--- src/rtl/serial_frame_rx.sv ---
// Bit-serial frame receiver: start bit, DATA_W data bits LSB first, optional parity, stop bit.
// Samples sin only on bit_en strobes and reports each finished frame with a one-cycle status pulse.
module serial_frame_rx #(
    parameter int DATA_W     = 8,
    parameter bit PARITY_EN  = 1'b1,
    parameter bit ODD_PARITY = 1'b0
) (
    input  logic              clk,
    input  logic              CLRN,
    input  logic              sin,
    input  logic              bit_en,
    output logic [DATA_W-1:0] data_out,
    output logic              valid,
    output logic              parity_err,
    output logic              frame_err,
    output logic              busy
);

    localparam int CNT_W = $clog2(DATA_W + 1);

    typedef enum logic [2:0] {IDLE, DATA, PARITY, STOP, DONE} state_t;

    state_t              state_q, state_d;
    logic [DATA_W-1:0]   shreg_q, shreg_d;
    logic [CNT_W-1:0]    cnt_q, cnt_d;
    logic                par_q, par_d;
    logic                stop_q, stop_d;
    logic [DATA_W-1:0]   data_q, data_d;
    logic                valid_q, valid_d;
    logic                perr_q, perr_d;
    logic                ferr_q, ferr_d;
    logic                busy_q, busy_d;

    function automatic logic parity_bad(input logic [DATA_W-1:0] d, input logic p);
        return ((^d) ^ ODD_PARITY) != p;
    endfunction

    always_comb begin
        state_d = state_q;
        shreg_d = shreg_q;
        cnt_d   = cnt_q;
        par_d   = par_q;
        stop_d  = stop_q;
        data_d  = data_q;
        valid_d = 1'b0;
        perr_d  = 1'b0;
        ferr_d  = 1'b0;
        case (state_q)
            IDLE: begin
                if (bit_en && !sin) begin
                    state_d = DATA;
                    cnt_d   = '0;
                end
            end
            DATA: begin
                if (bit_en) begin
                    // Right shift so the first bit received lands at bit 0.
                    shreg_d = {sin, shreg_q[DATA_W-1:1]};
                    cnt_d   = cnt_q + 1'b1;
                    if (cnt_q == CNT_W'(DATA_W - 1)) begin
                        state_d = PARITY_EN ? PARITY : STOP;
                    end
                end
            end
            PARITY: begin
                if (bit_en) begin
                    par_d   = sin;
                    state_d = STOP;
                end
            end
            STOP: begin
                if (bit_en) begin
                    stop_d  = sin;
                    state_d = DONE;
                end
            end
            DONE: begin
                // Any strobe landing here is deliberately dropped.
                state_d = IDLE;
                data_d  = shreg_q;
                ferr_d  = !stop_q;
                perr_d  = stop_q && PARITY_EN && parity_bad(shreg_q, par_q);
                valid_d = stop_q && !(PARITY_EN && parity_bad(shreg_q, par_q));
            end
            default: state_d = IDLE;
        endcase
        busy_d = (state_d != IDLE);
    end

    always_ff @(posedge clk or negedge CLRN) begin
        if (!CLRN) begin
            state_q <= IDLE;
            shreg_q <= '0;
            cnt_q   <= '0;
            par_q   <= 1'b0;
            stop_q  <= 1'b0;
            data_q  <= '0;
            valid_q <= 1'b0;
            perr_q  <= 1'b0;
            ferr_q  <= 1'b0;
            busy_q  <= 1'b0;
        end else begin
            state_q <= state_d;
            shreg_q <= shreg_d;
            cnt_q   <= cnt_d;
            par_q   <= par_d;
            stop_q  <= stop_d;
            data_q  <= data_d;
            valid_q <= valid_d;
            perr_q  <= perr_d;
            ferr_q  <= ferr_d;
            busy_q  <= busy_d;
        end
    end

    assign data_out   = data_q;
    assign valid      = valid_q;
    assign parity_err = perr_q;
    assign frame_err  = ferr_q;
    assign busy       = busy_q;

endmodule

--- config.mk ---
export PLATFORM = sky130hd
export DESIGN_NAME = serial_frame_rx
export DESIGN_NICKNAME = d
export VERILOG_FILES = /design/src/rtl/serial_frame_rx.sv
export SDC_FILE = /design/constraint.sdc
export NUM_CORES = 1
export LEC_CHECK = 0
export CAP_MARGIN = 25
export CORE_ASPECT_RATIO = 1.25
export CORE_MARGIN = 8
export CORE_UTILIZATION = 30
export DETAILED_ROUTE_END_ITERATION = 16
export PLACE_DENSITY = 0.44
export SLEW_MARGIN = 10
export SYNTH_ARGS = -nofsm -noshare
export SYNTH_HDL_FRONTEND = slang
export SYNTH_SLANG_ARGS = --single-unit
--- constraint.sdc ---
create_clock -name clk -period 1.8 [get_ports clk]
set_input_delay 0.18 -clock clk [delete_from_list [all_inputs] [get_ports clk]]
set_output_delay 0.18 -clock clk [all_outputs]
set_load 0.01 [all_outputs]
==> results.md <==
* Fill cell count at 416
* Simple-gate share of the synthesized area at 0.1979
* IO Count at 16
* Rows at 26
* Synthesized cell area at 1296 sq um
* Critical-path cell list: nand4bb_1 > or3_1 > a21oi_1
* Vias per std cell at 4.852
* Drt first pass iters at 4
* Synth-to-Final Area Change at 24.03%
* Worst Path Required at 2.00 ns
* Dpl cells at 182
* Multi-input gate area at 541.8 sq um
* Largest family of logic cells by synthesized area: simple AND/OR/NAND/NOR gates
* Starting Density at 0.3137
* Wire per inst at 13.75 um
* MaxCap Viol Count at 0
* Tmin final at 1.493 ns
* Crit end category: register
* Buffers inserted by post-CTS timing repair at 0
* Compound-cell area share of the yosys netlist at 0.05309
* Worst-Skew Late Latency at 0.28 ns
* Die X at 74.80 um
* Root buf cell: clkbuf_8
* Measured slew at the worst slew-check pin at 0.4671 ns
* Hpwl dp at 1787 um
* XOR/XNOR Fraction of Synth Area at 0.05502
* Total CTS buffers at 5
* Reg area at 725.7 sq um
* Status: finished, final reports clean
* Post-Syn Nets at 117
* Clock sinks at 29
* Highest-delay cell along the critical path: dfrtp_1
* Die area at 6693 sq um
* Largest net degree at the start of global routing at 30
* GPL Wtd Cong at 0.7484
* RR Endpoint: cnt_q[3]$_DFFE_PN0P_
* Final Skew at 0.003567 ns
* Reg2reg start: state_q[1]$_DFF_PN0_
* First-pass GRT wire length at 4540 um
* Share of layout cells above drive strength 1 at 0.1654
* Synth unique cells at 29
* Syn Inst Count at 112
* Initial antenna violation count at 0
* Slew HR at 0.6858
* Overflow after GRT at 0
* Power Dens Cells at 1467 nW/um^2
* Synth Area in Adders at 0.009653
* Worst path top cell family by delay: simple AND/OR/NAND/NOR gates
* Core Area at 4131 sq um
* Crit Path Max Fanout at 14
* Post-CTS Resized at 0
* Slowest stage delay, CP at 0.51 ns
* Min-delay worst type: input pin to asynchronous set/reset pin
* Antenna-violating nets left at 0
* Mux share of post-synthesis cell area at 0.1023
* Fin. Hold Viols at 0
* Die height at 89.49 um
* Port bufs at 15
* Final wirelength at 2599 um
* Total GRT Usage at 0.09164
* Period utilisation layout at 0.8293
* Critical path type: register to register
* Max VDD drop at 0.6394 mV
* Vias in the first global route at 977
* Max Buffers Root-to-Sink at 2
* Unrepaired setup endpoints after global routing: no
* Max-slew violations at 0
* Final Non-Filler Cells at 189
* # DRC at 0
* Critical Path AT at 1.69 ns
* Setup tns final at 0 ns
* CTS tree: done
* FF-to-FF setup slack at 0.31 ns
* Lkg Pwr at 0.7545 nW
* CP Launch Type: register
* Yosys reg bits at 29
* Yosys Warn Count at 0
* CTS H-Tree Depth at 2
* Buf+Inv Stages, Crit Path at 0
* Layout net count at 138
* Hold buffer count at CTS at 0
* Final setup viols at 0
* Clk slew on worst S/H paths at 0.06 ns
* DRT iter0 DRCs at 30
* R2R depth at 3
* Via Count at 917
* N_diodes at 0
* Max Fclk at 0.6699 GHz
* Register area share after synthesis at 0.5598
* Syn Area/Cell at 11.57 sq um
[cell usage in the layout (no fill, tap or decap), types with 3 or more instances in the layout]
cell             instances
mux2_2                  10
clkbuf_8                 6
nor2b_1                  3
nand2b_1                 3
buf_4                    4
a21oi_1                  3
clkdlybuf4s50_1         15
nand3b_1                 3
dfrtp_1                 29
o21ai_0                  3
nand2_1                 27
[layer usage]
metal  GRT usage  vias to the layer above  wire length (um)
li1            -                      423                 -
met1     0.09574                      459              1107
met2      0.1557                       27              1257
met3     0.03367                        8               178
met4     0.04821                        0                55
met5           0                        -                 0
[layout make-up]
class                   count  area share
inverters                   1    0.002335
clock buffers               7     0.05370
repair buffers             19      0.1121
flip-flops and latches     29      0.4514
multi-input cells          77      0.3370
well taps                  56     0.04358
[logic make-up after synthesis]
logic type      Yosys count
simple gates             48
flops                    29
mux                      12
compound gates           11
buf+inv                   6
xor+xnor                  5
fa+ha+maj                 1
[synth_stat cells]
cell       instances  share of area
nor2b_1            3          0.014
xnor3_1            2          0.035
nand3_1            2         0.0077
o21ai_0            3          0.012
nand2_1           27          0.078
nor3b_1            1         0.0058
nand2b_1           3          0.014
nor2_1             1         0.0029
inv_1              1         0.0029
mux2i_1            2          0.015
and4b_1            1         0.0077
xnor2_1            2          0.014
and4bb_2           1         0.0097
nor3b_2            1         0.0097
mux2_2            10          0.087
a21oi_1            3          0.012
o2bb2ai_1          1         0.0068
ha_1               1         0.0097
buf_2              5          0.019
xor2_1             1         0.0068
or3_1              2         0.0097
nand4bb_1          1         0.0087
nor4_1             1         0.0048
dfrtp_1           29           0.56
o21bai_1           1         0.0058
o211ai_1           1         0.0058
nand3b_1           3          0.017
o31ai_1            2          0.012
nand4b_1           1         0.0068
[worst max path at each step]
stage / cells after the start / from / end / slack [ns]
3_5_place_dp: 5 / bit_en / cnt_q[2]$_DFFE_PN0P_ / 0.29
5_1_grt: 4 / state_q[1]$_DFF_PN0_ / cnt_q[2]$_DFFE_PN0P_ / 0.24
3_3_place_gp: 4 / bit_en / par_q$_DFFE_PN0P_ / 0.31
4_1_cts: 3 / state_q[1]$_DFF_PN0_ / cnt_q[3]$_DFFE_PN0P_ / 0.34
2_1_floorplan: 3 / state_q[2]$_DFF_PN0_ / data_out[0]$_DFFE_PN0P_ / 0.52
6_report: 3 / state_q[1]$_DFF_PN0_ / cnt_q[3]$_DFFE_PN0P_ / 0.31
[metrics by stage]
step           setup slack, ns  area [sq um]  total power, mW  hold WS (ns)    util
6_report                0.3072          1608            2.358        0.2900  0.3892
5_1_grt                 0.2401          1608            2.533        0.3347  0.3892
4_1_cts                 0.3374          1608            2.404        0.3000  0.3892
3_5_place_dp            0.2943          1521            1.853        0.4678  0.3683
3_3_place_gp            0.3061          1521            1.846        0.4687  0.3683
2_1_floorplan           0.5238          1296            1.592       -0.1156       -
[where the power goes]
part           total [mW]  switching [mW]  internal, mW
clock network       0.536           0.234         0.303
registers            1.05           0.205         0.844
logic               0.774           0.316         0.458
total                2.36           0.755          1.60
[worst reg2reg max path, stage by stage (launching register included)]
cell and delay (ns):
dfrtp_1 0.51, nand4bb_1 0.34, or3_1 0.42, a21oi_1 0.15
[state kept, by name (all words and copies together) (netlist names)]
name and count:
data_out 8, shreg_q 8, cnt_q 4, state_q 3, busy 1, frame_err 1
par_q 1, parity_err 1, stop_q 1, valid 1
Power figures use the tool's default switching activity.
